[src/rtl/mest_pro_ctrl_pkg.sv]
// Shared types and sizing helpers for the MEST Pro sequencer.
// State encoding plus counter-width helpers used by top and timer.
package mest_pro_ctrl_pkg;

  localparam int STATE_W = 3;

  typedef enum logic [STATE_W-1:0] {
    ST_IDLE      = 3'd0,
    ST_FETCH     = 3'd1,
    ST_DECODE    = 3'd2,
    ST_EXECUTE   = 3'd3,
    ST_FAULT     = 3'd4,
    ST_STEP_WAIT = 3'd5
  } state_e;

  function automatic int max3(input int a, input int b, input int c);
    int m;
    m = (a > b) ? a : b;
    return (m > c) ? m : c;
  endfunction

  // bits needed to hold values 0..max_val, never less than 1
  function automatic int cnt_width(input int max_val);
    return (max_val < 2) ? 1 : $clog2(max_val + 1);
  endfunction

endpackage

[src/rtl/mest_pro_wdog.sv]
// Loadable down-counter with stall-style enable and zero flag.
// Ports: clk, i_reset_n, load, load_val, en -> expired (count is zero).
module mest_pro_wdog
  import mest_pro_ctrl_pkg::*;
#(
  parameter int W = 8
) (
  input  logic         clk,
  input  logic         i_reset_n,
  input  logic         load,
  input  logic [W-1:0] load_val,
  input  logic         en,
  output logic         expired
);

  logic [W-1:0] cnt;

  always_ff @(posedge clk) begin
    if (!i_reset_n) begin
      cnt <= '0;
    end else if (load) begin
      cnt <= load_val;
    end else if (en && (cnt != '0)) begin
      cnt <= cnt - 1'b1;
    end
  end

  assign expired = (cnt == '0);

endmodule

[src/rtl/mest_pro_seq_ctrlr.sv]
// MEST Pro fetch/decode/execute sequencer with watchdog, abort, counter.
// Optional single-step support when MEST_PRO_STEP_EN is defined.
module mest_pro_seq_ctrlr
  import mest_pro_ctrl_pkg::*;
#(
  parameter int FETCH_CYCLES  = 2,
  parameter int DECODE_CYCLES = 1,
  parameter int EXEC_TIMEOUT  = 256,
  parameter int CNT_W         = 16
) (
  input  logic             clk,
  input  logic             i_reset_n,
  input  logic             i_start,
  input  logic             i_abort,
  input  logic             i_stall,
  input  logic             i_exec_done,
  input  logic             i_end_of_code,
`ifdef MEST_PRO_STEP_EN
  input  logic             i_step_mode,
  input  logic             i_step,
  output logic             o_step_wait,
`endif
  output logic             o_idle,
  output logic             o_fetch,
  output logic             o_decode,
  output logic             o_execute,
  output logic             o_fault,
  output logic             o_all_done,
  output logic [CNT_W-1:0] o_instr_cnt
);

  localparam int WD_LD_I = (EXEC_TIMEOUT > 0) ? EXEC_TIMEOUT - 1 : 0;
  localparam int TW = cnt_width(
    max3(FETCH_CYCLES - 1, DECODE_CYCLES - 1, WD_LD_I));
  localparam logic [TW-1:0] F_LD  = TW'(FETCH_CYCLES - 1);
  localparam logic [TW-1:0] D_LD  = TW'(DECODE_CYCLES - 1);
  localparam logic [TW-1:0] WD_LD = TW'(WD_LD_I);
  localparam bit WD_EN = (EXEC_TIMEOUT > 0);
  localparam logic [CNT_W-1:0] CNT_MAX = '1;

  state_e        state;
  state_e        state_nxt;
  state_e        ret_nxt;
  logic          tmr_exp;
  logic          tmr_load;
  logic [TW-1:0] tmr_val;
  logic          retire;
  logic          start_ok;

`ifdef MEST_PRO_STEP_EN
  assign ret_nxt = i_step_mode ? ST_STEP_WAIT : ST_FETCH;
`else
  assign ret_nxt = ST_FETCH;
`endif

  always_comb begin
    state_nxt = ST_IDLE;
    if (!i_abort) begin
      unique case (state)
        ST_IDLE:
          state_nxt = i_start ? ST_FETCH : ST_IDLE;
        ST_FETCH:
          state_nxt = (!i_stall && tmr_exp) ? ST_DECODE : ST_FETCH;
        ST_DECODE:
          state_nxt = (!i_stall && tmr_exp) ? ST_EXECUTE : ST_DECODE;
        ST_EXECUTE: begin
          if (i_exec_done)
            state_nxt = i_end_of_code ? ST_IDLE : ret_nxt;
          else if (WD_EN && !i_stall && tmr_exp)
            state_nxt = ST_FAULT;
          else
            state_nxt = ST_EXECUTE;
        end
        ST_FAULT:
          state_nxt = i_start ? ST_FETCH : ST_FAULT;
`ifdef MEST_PRO_STEP_EN
        ST_STEP_WAIT:
          state_nxt = i_step ? ST_FETCH : ST_STEP_WAIT;
`endif
        default:
          state_nxt = ST_IDLE;
      endcase
    end
  end

  // one timer serves phase timing and the watchdog; reload on entry
  always_comb begin
    tmr_val = '0;
    unique case (1'b1)
      (state_nxt == ST_FETCH):   tmr_val = F_LD;
      (state_nxt == ST_DECODE):  tmr_val = D_LD;
      (state_nxt == ST_EXECUTE): tmr_val = WD_LD;
      default:                   tmr_val = '0;
    endcase
  end

  assign tmr_load = (state_nxt != state);

  mest_pro_wdog #(
    .W(TW)
  ) u_tmr (
    .clk      (clk),
    .i_reset_n(i_reset_n),
    .load     (tmr_load),
    .load_val (tmr_val),
    .en       (!i_stall),
    .expired  (tmr_exp)
  );

  assign retire   = !i_abort && (state == ST_EXECUTE) && i_exec_done;
  assign start_ok = !i_abort && i_start &&
                    ((state == ST_IDLE) || (state == ST_FAULT));

  always_ff @(posedge clk) begin
    if (!i_reset_n) begin
      state       <= ST_IDLE;
      o_all_done  <= 1'b0;
      o_instr_cnt <= '0;
    end else begin
      state      <= state_nxt;
      o_all_done <= retire && i_end_of_code;
      if (start_ok)
        o_instr_cnt <= '0;
      else if (retire && (o_instr_cnt != CNT_MAX))
        o_instr_cnt <= o_instr_cnt + 1'b1;
    end
  end

  assign o_idle    = (state == ST_IDLE);
  assign o_fetch   = (state == ST_FETCH);
  assign o_decode  = (state == ST_DECODE);
  assign o_execute = (state == ST_EXECUTE);
  assign o_fault   = (state == ST_FAULT);
`ifdef MEST_PRO_STEP_EN
  assign o_step_wait = (state == ST_STEP_WAIT);
`endif

endmodule
[config.mk]
export PLATFORM = sky130hd
export DESIGN_NAME = mest_pro_seq_ctrlr
export DESIGN_NICKNAME = d
export VERILOG_FILES = /design/src/rtl/mest_pro_ctrl_pkg.sv /design/src/rtl/mest_pro_wdog.sv /design/src/rtl/mest_pro_seq_ctrlr.sv
export SDC_FILE = /design/constraint.sdc
export NUM_CORES = 1
export LEC_CHECK = 0
export ABC_AREA = 1
export CORE_ASPECT_RATIO = 1.1
export CORE_MARGIN = 4
export CORE_UTILIZATION = 27
export DETAILED_ROUTE_END_ITERATION = 6
export DONT_BUFFER_PORTS = 1
export PLACE_DENSITY = 0.48
export SLEW_MARGIN = 20
export SYNTH_ARGS = -nofsm -noshare
export SYNTH_HDL_FRONTEND = slang
export SYNTH_SLANG_ARGS = --single-unit
[constraint.sdc]
create_clock -name clk -period 1.8 [get_ports clk]
set_input_delay 0.36 -clock clk [delete_from_list [all_inputs] [get_ports clk]]
set_output_delay 0.36 -clock clk [all_outputs]
set_load 0.005 [all_outputs]
==> results of run 1 <==
==> power groups by stage <==
| stage | combinational (mW) | sequential [mW] | clock [mW] |
|---|---|---|---|
| finish | 0.804 | 0.708 | 0.408 |
| CTS | 0.753 | 0.710 | 0.432 |
| global placement | 0.690 | 0.719 | 0 |
| floorplan | 0.518 | 0.718 | 0 |
| detailed placement | 0.683 | 0.721 | 0 |
| global route | 0.917 | 0.714 | 0.454 |
==> cell families (layout without fill, tap and decap cells) <==
family                   count (synthesis)  count (layout)  share of synthesized area (%)
XOR/XNOR                                 8               8                           4.06
AO/OA/AOI/OAI                           26              26                           8.47
AND/OR/NAND/NOR                        155             156                           43.3
adder cells (fa/ha/maj)                  3               3                           2.17
buffers and inverters                   44              81                           9.56
flip-flops                              28              28                           32.4
==> layer usage <==
metal	GRT usage, %	wire [um]
met1	13.9	1920
met2	21.2	2320
met3	3.14	263
met4	3.62	48
met5	0	0
==> cells in the mapped netlist <==
cell	instances	area share, %
nand2_2	2	0.72
nor2_4	2	1.3
xor2_1	8	4.1
nand3_4	1	1.0
o21bai_4	1	1.1
nor2_2	5	1.8
or3_1	1	0.36
nor3_4	1	0.94
o21ai_1	3	0.87
nor3_1	5	1.4
nand3_1	30	8.7
nor2_1	39	8.5
and3_1	1	0.36
clkbuf_1	2	0.43
nand3_2	3	1.7
nand3b_1	1	0.43
o21ai_0	7	2.0
nor3_2	2	1.2
nand4_1	4	1.4
inv_1	37	8.0
inv_2	5	1.1
nor3b_1	1	0.43
ha_1	3	2.2
a21oi_1	14	4.1
a211oi_1	1	0.43
dfxtp_1	28	32
nor4_1	1	0.36
nand2_4	1	0.65
nand2_1	55	12
==> worst max-delay path, stage by stage (launching register included) <==
cell and delay (ns):
dfxtp_1 0.32, inv_2 0.07, ha_4 0.15, nand3_4 0.08
nor2_4 0.16, nand3_2 0.10, nand3_4 0.12, nand2_4 0.07
nand2_4 0.07, nand3_4 0.12, o21bai_4 0.24, nand2_1 0.09
nor2_1 0.11, nor2_1 0.05
==> sequential cells by signal, summed over array words and instances (netlist names) <==
register	count
o_instr_cnt	16
u_tmr.cnt	8
state	3
o_all_done	1
==> stage by stage <==
stage / std cells / hold WS [ns] / total power, mW
2_1_floorplan: 264 / 0.474 / 1.24
3_3_place_gp: 372 / 0.492 / 1.41
3_5_place_dp: 372 / 0.491 / 1.40
4_1_cts: 380 / 0.174 / 1.90
5_1_grt: 382 / 0.178 / 2.08
6_report: 382 / 0.187 / 1.92
==> cell type report <==
class	count	area (um2)
Tap cell	80	100
Inverter	42	160
Sequential cell	28	573
Clock buffer	4	55.1
Multi-Input combinational cell	193	1160
Timing Repair Buffer	35	275
Fill cell	670	3870
==> what timing repair did <==
item,CTS,global route
pin swaps,10,18
buffers inserted,4,1
setup endpoints to repair,9,15
cloned,0,1
resized for setup,14,32
==> path summary, 6_finish.rpt <==
check / to / depth (start not counted)
setup / recovery: u_tmr.cnt[2]$_SDFFE_PN0P_ / 13
hold / removal: u_tmr.cnt[1]$_SDFFE_PN0P_ / 2
setup reg to reg: u_tmr.cnt[2]$_SDFFE_PN0P_ / 13
hold reg to reg: o_instr_cnt[2]$_SDFFE_PP0P_ / 2
==> flow_summary.yaml, run 1 <==
global_route:
  grt_pass1_wl_um: 7760
  overflow: 0
  groute.usage.overall_pct: 11.9
  first_global_vias: 1770
  antenna_found_initial: 0
  grt_max_degree: 16
clocking:
  cts_made_buffers: 3
  clock_sinks: 28
  root_buffer: "clkbuf_8"
  htreeDepth: 1
  holdBufCountCts: 0
  clk_pin_slew_ns: 0.10
  clock_path_buffers: 2
  clock_latency_ns: 0.28
  cts_tree: "built"
routing:
  final_antenna_net_count: 0
  wl_per_cell_um: 11.9
  dr_total_vias: 1734
  drc: 0
  drtPass1Iterations: 4
  vias_per_cell: 4.54
  drt_iter0_markers: 104
  routed_wl_um: 4550
power:
  power_density_nw_per_um2: 826
  ir_drop_mv: 0.325
  p_clk_share_pct: 21.2
  power_frac_comb_pct: 41.9
  leakagePower_nw: 1.05
  p_seq_share_pct: 36.9
  p_int_mw: 1.22
  p_sw_mw: 0.705
  p_sw_share_pct: 36.7
timing:
  finalSetupViolations: 7
  fmax_mhz: 541
  worst_pin_slew_ns: 0.357
  period_minus_slack_ns: 1.85
  layout_setup_ws_ns: -0.0476
  slew_violations: 0
  hold_viol_final: 0
  slew_headroom_pct: 76.1
  finalCritPeriodShare_pct: 103
  fin_skew_ns: 0.00221
  fin_tns_setup_ns: -0.127
  rsz0062_at_grt: "yes"
die:
  core-area_um2: 6190
  dieArea_um2: 7740
  die_x_um: 84.3
  num_rows: 30
  start_util_pct: 27.9
  ios: 29
  die_h_um: 91.9
worst_setup_path:
  worstPathArrival_ns: 2.03
  crit_required_ns: 1.98
  critPathKind: "reg2reg"
  startpoint: "u_tmr.cnt[0]$_SDFFE_PN0P_"
  path_max_fanout: 7
  worst_r2r_startpoint: "u_tmr.cnt[0]$_SDFFE_PN0P_"
  worstSetupEndpointType: "register"
  crit_path_start_kind: "register"
  r2r_slack_ns: -0.05
min_path:
  hp-class: "in2reg"
  hold_start: "i_reset_n"
place:
  gp_congestion: 0.814
  post-place-ws_ns: -0.0900
  port-buffer-count: 0
  dp_hpwl_um: 3380
  placedInstanceArea_um2: 2060
cells_and_area:
  n_antenna_cell: 0
  final_area_um2: 2320
  fin_nets: 313
  drive_above_1_share_pct: 31.1
  final_common_cell: "nand2_1"
  syn2layout_area_growth_pct: 34.5
  layout_common_cells: "50 x nand2_1, 34 x inv_1, 34 x nor2_1, 34 x buf_4"
  utilization_pct: 37.5
yosys:
  synth_fp_nets: 274
  yosysSeqAreaShare_pct: 32.4
  synth_area_um2: 1730
  synthesis.instances: 264
  yosys_warnings: 0
  ys_ff_latch: 28
  synth_area_per_cell_um2: 6.55
  synth_cell_types: 29
run_status:
  status: "finished with violations"
  violations: "negative setup slack"
run:
  maxCapViolations: 0
No activity file was read; power rests on OpenSTA's default activity.
==> run 2, diff against run 1 <==
--- a/config.mk
+++ b/config.mk
@@ -6,6 +6,7 @@
 export NUM_CORES = 1
 export LEC_CHECK = 0
 export ABC_AREA = 1
+export CAP_MARGIN = 20
 export CORE_ASPECT_RATIO = 1.1
 export CORE_MARGIN = 4
 export CORE_UTILIZATION = 27
==> results of run 2 <==
Same layout as run 1: the final DEF is identical, and so are final timing and power.
